--- src/rtl/pipelined_add_sub_pkg.sv ---
// Shared helpers for the pipelined adder/subtractor: slice sizing, parameter
// legality, the full-adder cell and a result record for downstream ALU blocks.
package pipelined_add_sub_pkg;

  localparam int unsigned DefaultWidth = 16;

  function automatic int unsigned slice_width(input int unsigned width,
                                              input int unsigned stages);
    return width / stages;
  endfunction

  function automatic bit params_legal(input int unsigned width, input int unsigned stages);
    return (stages >= 1) && (stages <= width) && ((width % stages) == 0);
  endfunction

  // Returns {carry_out, sum}.
  function automatic logic [1:0] full_add(input logic a, input logic b, input logic c);
    return {(a & b) | (c & (a ^ b)), a ^ b ^ c};
  endfunction

  typedef struct packed {
    logic [DefaultWidth-1:0] sum;
    logic                    cout;
    logic                    ovf;
  } add_result_t;

endpackage

--- src/rtl/add_slice.sv ---
// Combinational ripple-carry slice built from full-adder cells; also exposes the
// carry into its MSB so the top can derive signed overflow.
module add_slice
  import pipelined_add_sub_pkg::*;
#(
  parameter int unsigned Width = 4
) (
  input  logic             cin_i,
  input  logic [Width-1:0] a_i,
  input  logic [Width-1:0] b_i,
  output logic [Width-1:0] sum_o,
  output logic             cout_o,
  output logic             cmsb_o
);

  always_comb begin
    logic [Width:0] carry;
    logic [1:0]     fa;
    carry    = '0;
    fa       = '0;
    sum_o    = '0;
    carry[0] = cin_i;
    for (int i = 0; i < Width; i++) begin
      fa           = full_add(a_i[i], b_i[i], carry[i]);
      sum_o[i]     = fa[0];
      carry[i+1]   = fa[1];
    end
    cout_o = carry[Width];
    cmsb_o = carry[Width-1];
  end

endmodule

--- src/rtl/pipelined_add_sub.sv ---
// Carry-chain-pipelined WIDTH-bit adder/subtractor with valid/ready on both sides.
// Define PIPELINED_ADD_SUB_OVF_EN to add the registered signed-overflow output OVF.
module pipelined_add_sub
  import pipelined_add_sub_pkg::*;
#(
  parameter int unsigned WIDTH  = 16,
  parameter int unsigned STAGES = 4
) (
  input  logic             CLK,
  input  logic             RESET,
  input  logic [WIDTH-1:0] I0,
  input  logic [WIDTH-1:0] I1,
  input  logic             CIN,
  input  logic             SUB,
  input  logic             I_VALID,
  output logic             I_READY,
  output logic [WIDTH-1:0] O,
  output logic             COUT,
  output logic             O_VALID,
  input  logic             O_READY
`ifdef PIPELINED_ADD_SUB_OVF_EN
  ,
  output logic             OVF
`endif
);

  localparam int unsigned SliceW = slice_width(WIDTH, STAGES);

  if (!params_legal(WIDTH, STAGES)) begin : g_param_check
    $fatal(1, "pipelined_add_sub: WIDTH must be a multiple of STAGES, 1 <= STAGES <= WIDTH");
  end

  // The whole pipeline moves in lockstep; only a blocked output stalls it.
  logic adv;
  assign adv     = ~O_VALID | O_READY;
  assign I_READY = adv;

  for (genvar k = 0; k < STAGES; k++) begin : g_stage
    localparam int unsigned Rem  = WIDTH - k * SliceW;  // operand bits not yet summed
    localparam int unsigned Done = (k + 1) * SliceW;    // result bits known after this stage

    logic [Rem-1:0]    a_in, b_in;
    logic              cin_in, v_in;
    logic [SliceW-1:0] slice_sum;
    logic              slice_cout, slice_cmsb;
    logic [Done-1:0]   s_new;
    logic              v_d, v_q, c_d, c_q;
    logic [Done-1:0]   s_d, s_q;

    if (k == 0) begin : g_head
      // Subtract as I0 + ~I1 + 1; CIN is ignored in that case.
      assign a_in   = I0;
      assign b_in   = SUB ? ~I1 : I1;
      assign cin_in = SUB | CIN;
      assign v_in   = I_VALID;
      assign s_new  = slice_sum;
    end else begin : g_body
      assign a_in   = g_stage[k-1].g_ops.a_q;
      assign b_in   = g_stage[k-1].g_ops.b_q;
      assign cin_in = g_stage[k-1].c_q;
      assign v_in   = g_stage[k-1].v_q;
      assign s_new  = {slice_sum, g_stage[k-1].s_q};
    end

    add_slice #(
      .Width(SliceW)
    ) u_slice (
      .cin_i (cin_in),
      .a_i   (a_in[SliceW-1:0]),
      .b_i   (b_in[SliceW-1:0]),
      .sum_o (slice_sum),
      .cout_o(slice_cout),
      .cmsb_o(slice_cmsb)
    );

    // Data only loads on a valid beat so the final stage holds its last result.
    always_comb begin
      v_d = v_q;
      c_d = c_q;
      s_d = s_q;
      if (adv) begin
        v_d = v_in;
        if (v_in) begin
          c_d = slice_cout;
          s_d = s_new;
        end
      end
    end

    always_ff @(posedge CLK) begin
      if (RESET) begin
        v_q <= 1'b0;
        c_q <= 1'b0;
        s_q <= '0;
      end else begin
        v_q <= v_d;
        c_q <= c_d;
        s_q <= s_d;
      end
    end

    if (k < STAGES - 1) begin : g_ops
      logic [Rem-SliceW-1:0] a_d, a_q, b_d, b_q;

      always_comb begin
        a_d = a_q;
        b_d = b_q;
        if (adv && v_in) begin
          a_d = a_in[Rem-1:SliceW];
          b_d = b_in[Rem-1:SliceW];
        end
      end

      always_ff @(posedge CLK) begin
        if (RESET) begin
          a_q <= '0;
          b_q <= '0;
        end else begin
          a_q <= a_d;
          b_q <= b_d;
        end
      end
    end

`ifdef PIPELINED_ADD_SUB_OVF_EN
    if (k == STAGES - 1) begin : g_ovf
      logic ovf_d, ovf_q;

      always_comb begin
        ovf_d = ovf_q;
        if (adv && v_in) ovf_d = slice_cmsb ^ slice_cout;
      end

      always_ff @(posedge CLK) begin
        if (RESET) ovf_q <= 1'b0;
        else       ovf_q <= ovf_d;
      end
    end else begin : g_tie
      logic unused_cmsb;
      assign unused_cmsb = slice_cmsb;
    end
`else
    logic unused_cmsb;
    assign unused_cmsb = slice_cmsb;
`endif
  end

  assign O       = g_stage[STAGES-1].s_q;
  assign COUT    = g_stage[STAGES-1].c_q;
  assign O_VALID = g_stage[STAGES-1].v_q;
`ifdef PIPELINED_ADD_SUB_OVF_EN
  assign OVF     = g_stage[STAGES-1].g_ovf.ovf_q;
`endif

endmodule

--- config.mk ---
export PLATFORM = sky130hd
export DESIGN_NAME = pipelined_add_sub
export DESIGN_NICKNAME = d
export VERILOG_FILES = /design/src/rtl/pipelined_add_sub_pkg.sv /design/src/rtl/add_slice.sv /design/src/rtl/pipelined_add_sub.sv
export SDC_FILE = /design/constraint.sdc
export NUM_CORES = 1
export LEC_CHECK = 0
export CORE_MARGIN = 3
export CORE_UTILIZATION = 39
export CTS_BUF_LIST = sky130_fd_sc_hd__clkbuf_8
export CTS_CLUSTER_SIZE = 16
export DETAILED_ROUTE_END_ITERATION = 16
export GPL_ROUTABILITY_DRIVEN = 0
export MAX_ROUTING_LAYER = met4
export PLACE_DENSITY = 0.61
export SYNTH_ARGS = -nofsm -noshare
export SYNTH_HDL_FRONTEND = slang
export SYNTH_SLANG_ARGS = --single-unit
--- constraint.sdc ---
create_clock -name CLK -period 3.07 [get_ports CLK]
set_clock_uncertainty 0.15 [all_clocks]
set_input_delay 0.614 -clock CLK [delete_from_list [all_inputs] [get_ports CLK]]
set_output_delay 0.614 -clock CLK [all_outputs]
set_load 0.05 [all_outputs]
==> impl_metrics.ini <==
[finish]
multi_input_area_mm2 = 0.00199
drive_gt1_frac = 0.0726
diodes = 0
fill_cells = 1046
syn_to_final_growth_pct = 17.3
seq_area_mm2 = 0.00192
fin_nets = 546

[synthesis]
async_flop_share = 0
synthSimpleGateAreaFrac = 0.128
ys.flop_type = dfxtp_1
synthTopCellsByArea = dfxtp_1 (45%), a21oi_1 (8.6%), fa_1 (7.5%), o21ai_0 (6.3%), nand3_1 (5.4%)
yosysTopAreaCell = dfxtp_1
synthesis.area_mm2 = 0.00427
ys_seq_area_frac = 0.450
synthDistinctLibCells = 27
synth_compound_area_frac = 0.195
synthXorXnorAreaFrac = 0.0328
syn_avg_cell_area_um2 = 9.32
synth_cells = 458
ys_warn_count = 0
synth_nets = 512
synthAdderAreaFrac = 0.0751
yosysTopAreaCellShare = 0.450
synth.most_common_cell = dfxtp_1
synth.top_cells.by_count = dfxtp_1 (96), a21oi_1 (73), o21ai_0 (54), nand3_1 (46)
synth_top_family_by_area = compound AO/OA/AOI/OAI gates
synthMuxAreaShare = 0.0352
synth_edf_count = 0
ys_ff_latch = 96

[place]
io_buffers = 56
post-dp-hpwl_mm = 5.94
dp_slack_ns = -0.328

[power_and_ir_drop]
p_total_mw = 2.32
p_leak_nw = 1.74
power_density_mw_per_mm2 = 464
vdd_drop_max_mv = 0.262

[die]
start_util = 0.408
ios = 57
die_w_um = 111
die-area_mm2 = 0.0122
fp.dieH_um = 111
core-area_mm2 = 0.0105
rows = 37

[clock_network]
insertion_delay_ns = 0.35
root_buffer = clkbuf_8
cts_buffer_depth = 2
cts_sinks = 96
clkTransAtPathRegs_ns = 0.09
cts_buffers = 9
cts_tree = yes
postCtsHoldBufs = 0
htreeDepth = 3

[min_path]
hp-start = g_stage[2].s_q[7]$_SDFFE_PP0P_
min_path_type = reg -> reg
worstHoldPathCells = 2
whs_endpoint = O[7]$_SDFFE_PP0P_

[setup_path]
rrSetupSlack_ns = 0.75
cpMostUsedCell = fa_1
crit_path_max_fanout = 1
cp.arrival_ns = 2.92
cp_cell_sequence = clkdlybuf4s50_1 > xor2_1 > fa_1 > inv_1 > fa_1 > fa_1 > inv_1 > fa_1 > nand4b_1 > o21ai_0
ff2ff_path_depth = 8
critPathKind = in -> reg
startpoint_type = input port
cp.required_ns = 3.12
cpPeakStageDelay_ns = 0.47
rr_startpoint = g_stage[2].g_ops.a_q[0]$_SDFFE_PP0P_
slowest_stage = clkdlybuf4s50_1
crit_path_end_kind = flip-flop
reg2reg_to = O[15]$_SDFFE_PP0P_

[detailed_routing]
vias = 3215
wire_per_inst_um = 14.0
drc = 0
drtAntennaViolNets = 0
drt_iter0_drc = 254
dr.pass1.iters = 4
routed_wl_mm = 8.82
viasPerCell = 5.09

[global_routing]
grtUsageTotal = 0.152
grt_pass1_vias = 3125
grt_max_degree = 110
grt_pass1_wl_mm = 15.1
antenna_found_initial = 0
grt.overflow.total = 0

[sta]
drv_slew = 0
grt_setup_unrepaired = false
worst_slew_pin_slew_ns = 0.940
finalHoldViolCount = 0
period_share = 0.937
setup_viol = 0
worst_slack_ns = 0.194
max-slew-margin-rel = 0.373
period_needed_ns = 2.88
fmax_mhz = 348

[outcome]
status = completed

[job]
cap_violations = 0
-- critical path, delay by kind of cell --
kind                     cells  cell delay, ns
XOR/XNOR                     1            0.19
buffers and inverters        3            0.60
adder cells (fa/ha/maj)      4            1.35
AO/OA/AOI/OAI                1            0.08
AND/OR/NAND/NOR              1            0.10
-- layout make-up --
type,count,area share
timing repair buffer,64,0.126
tap,136,0.0340
clock inverter,4,0.00425
sequential,96,0.384
multi-input combinational,291,0.397
inverter,30,0.0240
clock buffer,11,0.0302
-- report_power, final --
part	total, mW	switching (mW)	internal (mW)
registers	1.32	0.0270	1.29
logic	0.269	0.141	0.128
clock network	0.734	0.405	0.329
-- worst max path at each step --
| stage | start | end | depth (start not counted) |
|---|---|---|---|
| 4_1_cts | SUB | g_stage[0].s_q[3]$_SDFFE_PP0P_ | 9 |
| 5_1_grt | I1[0] | g_stage[0].s_q[3]$_SDFFE_PP0P_ | 10 |
| 2_1_floorplan | SUB | g_stage[0].s_q[3]$_SDFFE_PP0P_ | 11 |
| 3_3_place_gp | SUB | g_stage[0].s_q[3]$_SDFFE_PP0P_ | 9 |
| 6_report | I1[0] | g_stage[0].s_q[3]$_SDFFE_PP0P_ | 10 |
| 3_5_place_dp | SUB | g_stage[0].s_q[3]$_SDFFE_PP0P_ | 9 |
-- flip-flops by register name, summed over array words and instances, names as in the netlist --
register / count
g_stage.v_q: 3
g_stage.s_q: 24
O_VALID: 1
O: 16
g_stage.c_q: 3
g_stage.g_ops.b_q: 24
COUT: 1
g_stage.g_ops.a_q: 24
-- per-layer routing --
| metal | share of wire | up-vias | track usage |
|---|---|---|---|
| met5 | 0 | - | - |
| met4 | 0.0070 | 0 | 0.0443 |
| met3 | 0.049 | 4 | 0.0307 |
| met2 | 0.45 | 83 | 0.234 |
| met1 | 0.49 | 1494 | 0.204 |
| li1 | - | 1634 | - |
-- placed cells by master, fill, tap and decap left out, drive strengths merged, types with 2 or more instances in the layout --
master         instances
o21ai                 54
a21oi                 73
clkinv                 2
fa                    16
clkdlybuf4s50         53
nand3                 46
xnor2                 14
clkbuf                11
nand2b                28
a211oi                23
nor2                   4
nand4b                 8
dfxtp                 96
mux2i                 15
nand2                  6
xor2                   2
inv                   31
buf                   10
-- cells by family (layout without fill, tap and decap cells) --
group                      after synthesis  after routing
buffers and inverters                   71            109
muxes                                   15             15
AOI/OAI and AO/OA                      150            150
and+or+nand+nor                         94             94
xor gates and xnor gates                16             16
DFF                                     96             96
adders and majority gates               16             16
-- per-stage QoR --
step	utilization	std cells	cell area [um^2]	hold WS (ns)	setup TNS, ns
2_1_floorplan	-	458	4270	0.290	0
3_3_place_gp	0.461	617	4830	0.305	-0.252
3_5_place_dp	0.461	617	4830	0.308	-0.328
4_1_cts	0.478	632	5000	0.321	0
5_1_grt	0.478	632	5010	0.337	0
6_report	0.478	632	5010	0.317	0
-- repair_timing --
item,4_1_cts,5_1_grt
gates resized for setup,0,2
buffers inserted,0,0
setup endpoints to repair,0,1
No activity file was read; power rests on OpenSTA's default activity.
==> edit: new RTL, same flow settings <==
Change the parameter `WIDTH` from 16 to 32.
--- a/src/rtl/pipelined_add_sub.sv
+++ b/src/rtl/pipelined_add_sub.sv
@@ -3,7 +3,7 @@
 module pipelined_add_sub
   import pipelined_add_sub_pkg::*;
 #(
-  parameter int unsigned WIDTH  = 16,
+  parameter int unsigned WIDTH  = 32,
   parameter int unsigned STAGES = 4
 ) (
   input  logic             CLK,
Interface: changed (resized I0, I1 and O); port bits go from 57 to 105. The function was not compared with the original's and may differ.
==> edit against the unedited design <==
The run now ends with negative setup slack left. Synthesized cell count increased by 92%. Clock power rose by 100%. Fmax down 21%. Register-to-register slack got worse by 1.3 ns. Routed wire length increased by 110%. Sequential cell count up 88. Power grew 96%. Non-clock buffer count rose by 60. Synthesized area increased by 90%. Critical path depth increased by 4. Worst setup slack got worse by 0.76 ns. Cell area grew 94%.
==> edit: results (changes against the unedited design) <==
setup TNS=-4.21 ns (-4.21 ns); critical path's slowest cell=fa_2; GRT met2 Usage=24.2% (+0.82 points); dpl cell area=9260 sq um (+92%); TritonRoute pass-1 iters=5 (+1); Clock power frac=32.4% (+0.8 points); vias in the first global route=5,724 (+83%); Port Buffers=104 (+86%); origin of the worst setup path=SUB; register area share after synthesis=45.3% (+0.29 points); H-Tree Depth=4 (+1); maximum VDD drop=0.278 mV (+6.0%); routed length per instance=15.5 um (+11%); latest clock arrival within the worst-skew pair=0.45 ns (+0.10 ns); Reg2Reg Depth=12 (+4); Syn Nets=981 (+92%); Worst-Margin Slew=1.07 ns (+0.126 ns); Largest regs=g_stage.g_ops.a_q: 48 flops, g_stage.g_ops.b_q: 48 flops, g_stage.s_q: 48 flops; Flop pwr share=55.5% (-1.3 points); PnR worst setup slack=-0.562 ns (-0.757 ns); Max stage delay on crit path=0.42 ns (-0.05 ns); endpoints failing setup=12 (+12); DP Wirelength=12.7 mm (+110%); failing checks=negative setup slack; run status=complete, but fails checks; Static Leak=3.37 nW (+94%); share of cells above drive strength 1=13.9% (+6.6 points); metal3 WL=659 um (+53%); grt peak-use layer=met1
==> edit: cell type report <==
type	instances	area share [%]
Tap cell	270	3.47
Inverter	34	1.36
Multi-Input combinational cell	572	41.1
Sequential cell	184	37.9
Timing Repair Buffer	124	12.5
Clock inverter	12	0.913
Clock buffer	19	2.69
==> edit: kinds of logic after synthesis <==
family	Yosys count	share of synthesized area, %
AO/OA/AOI/OAI	302	20.2
flip-flops	184	45.3
AND/OR/NAND/NOR	175	11.7
buffers and inverters	123	7.68
XOR/XNOR	32	3.45
adder cells (fa/ha/maj)	32	7.88
multiplexers	31	3.82
==> edit: stage by stage <==
stage / util, % / std cells / setup WS, ns
after floorplan: - / 879 / -1.05
after global placement: 45.5 / 1184 / -1.42
after detailed placement: 45.5 / 1184 / -1.43
after CTS: 47.4 / 1215 / -0.585
after global routing: 47.8 / 1215 / -0.658
final: 47.8 / 1215 / -0.562
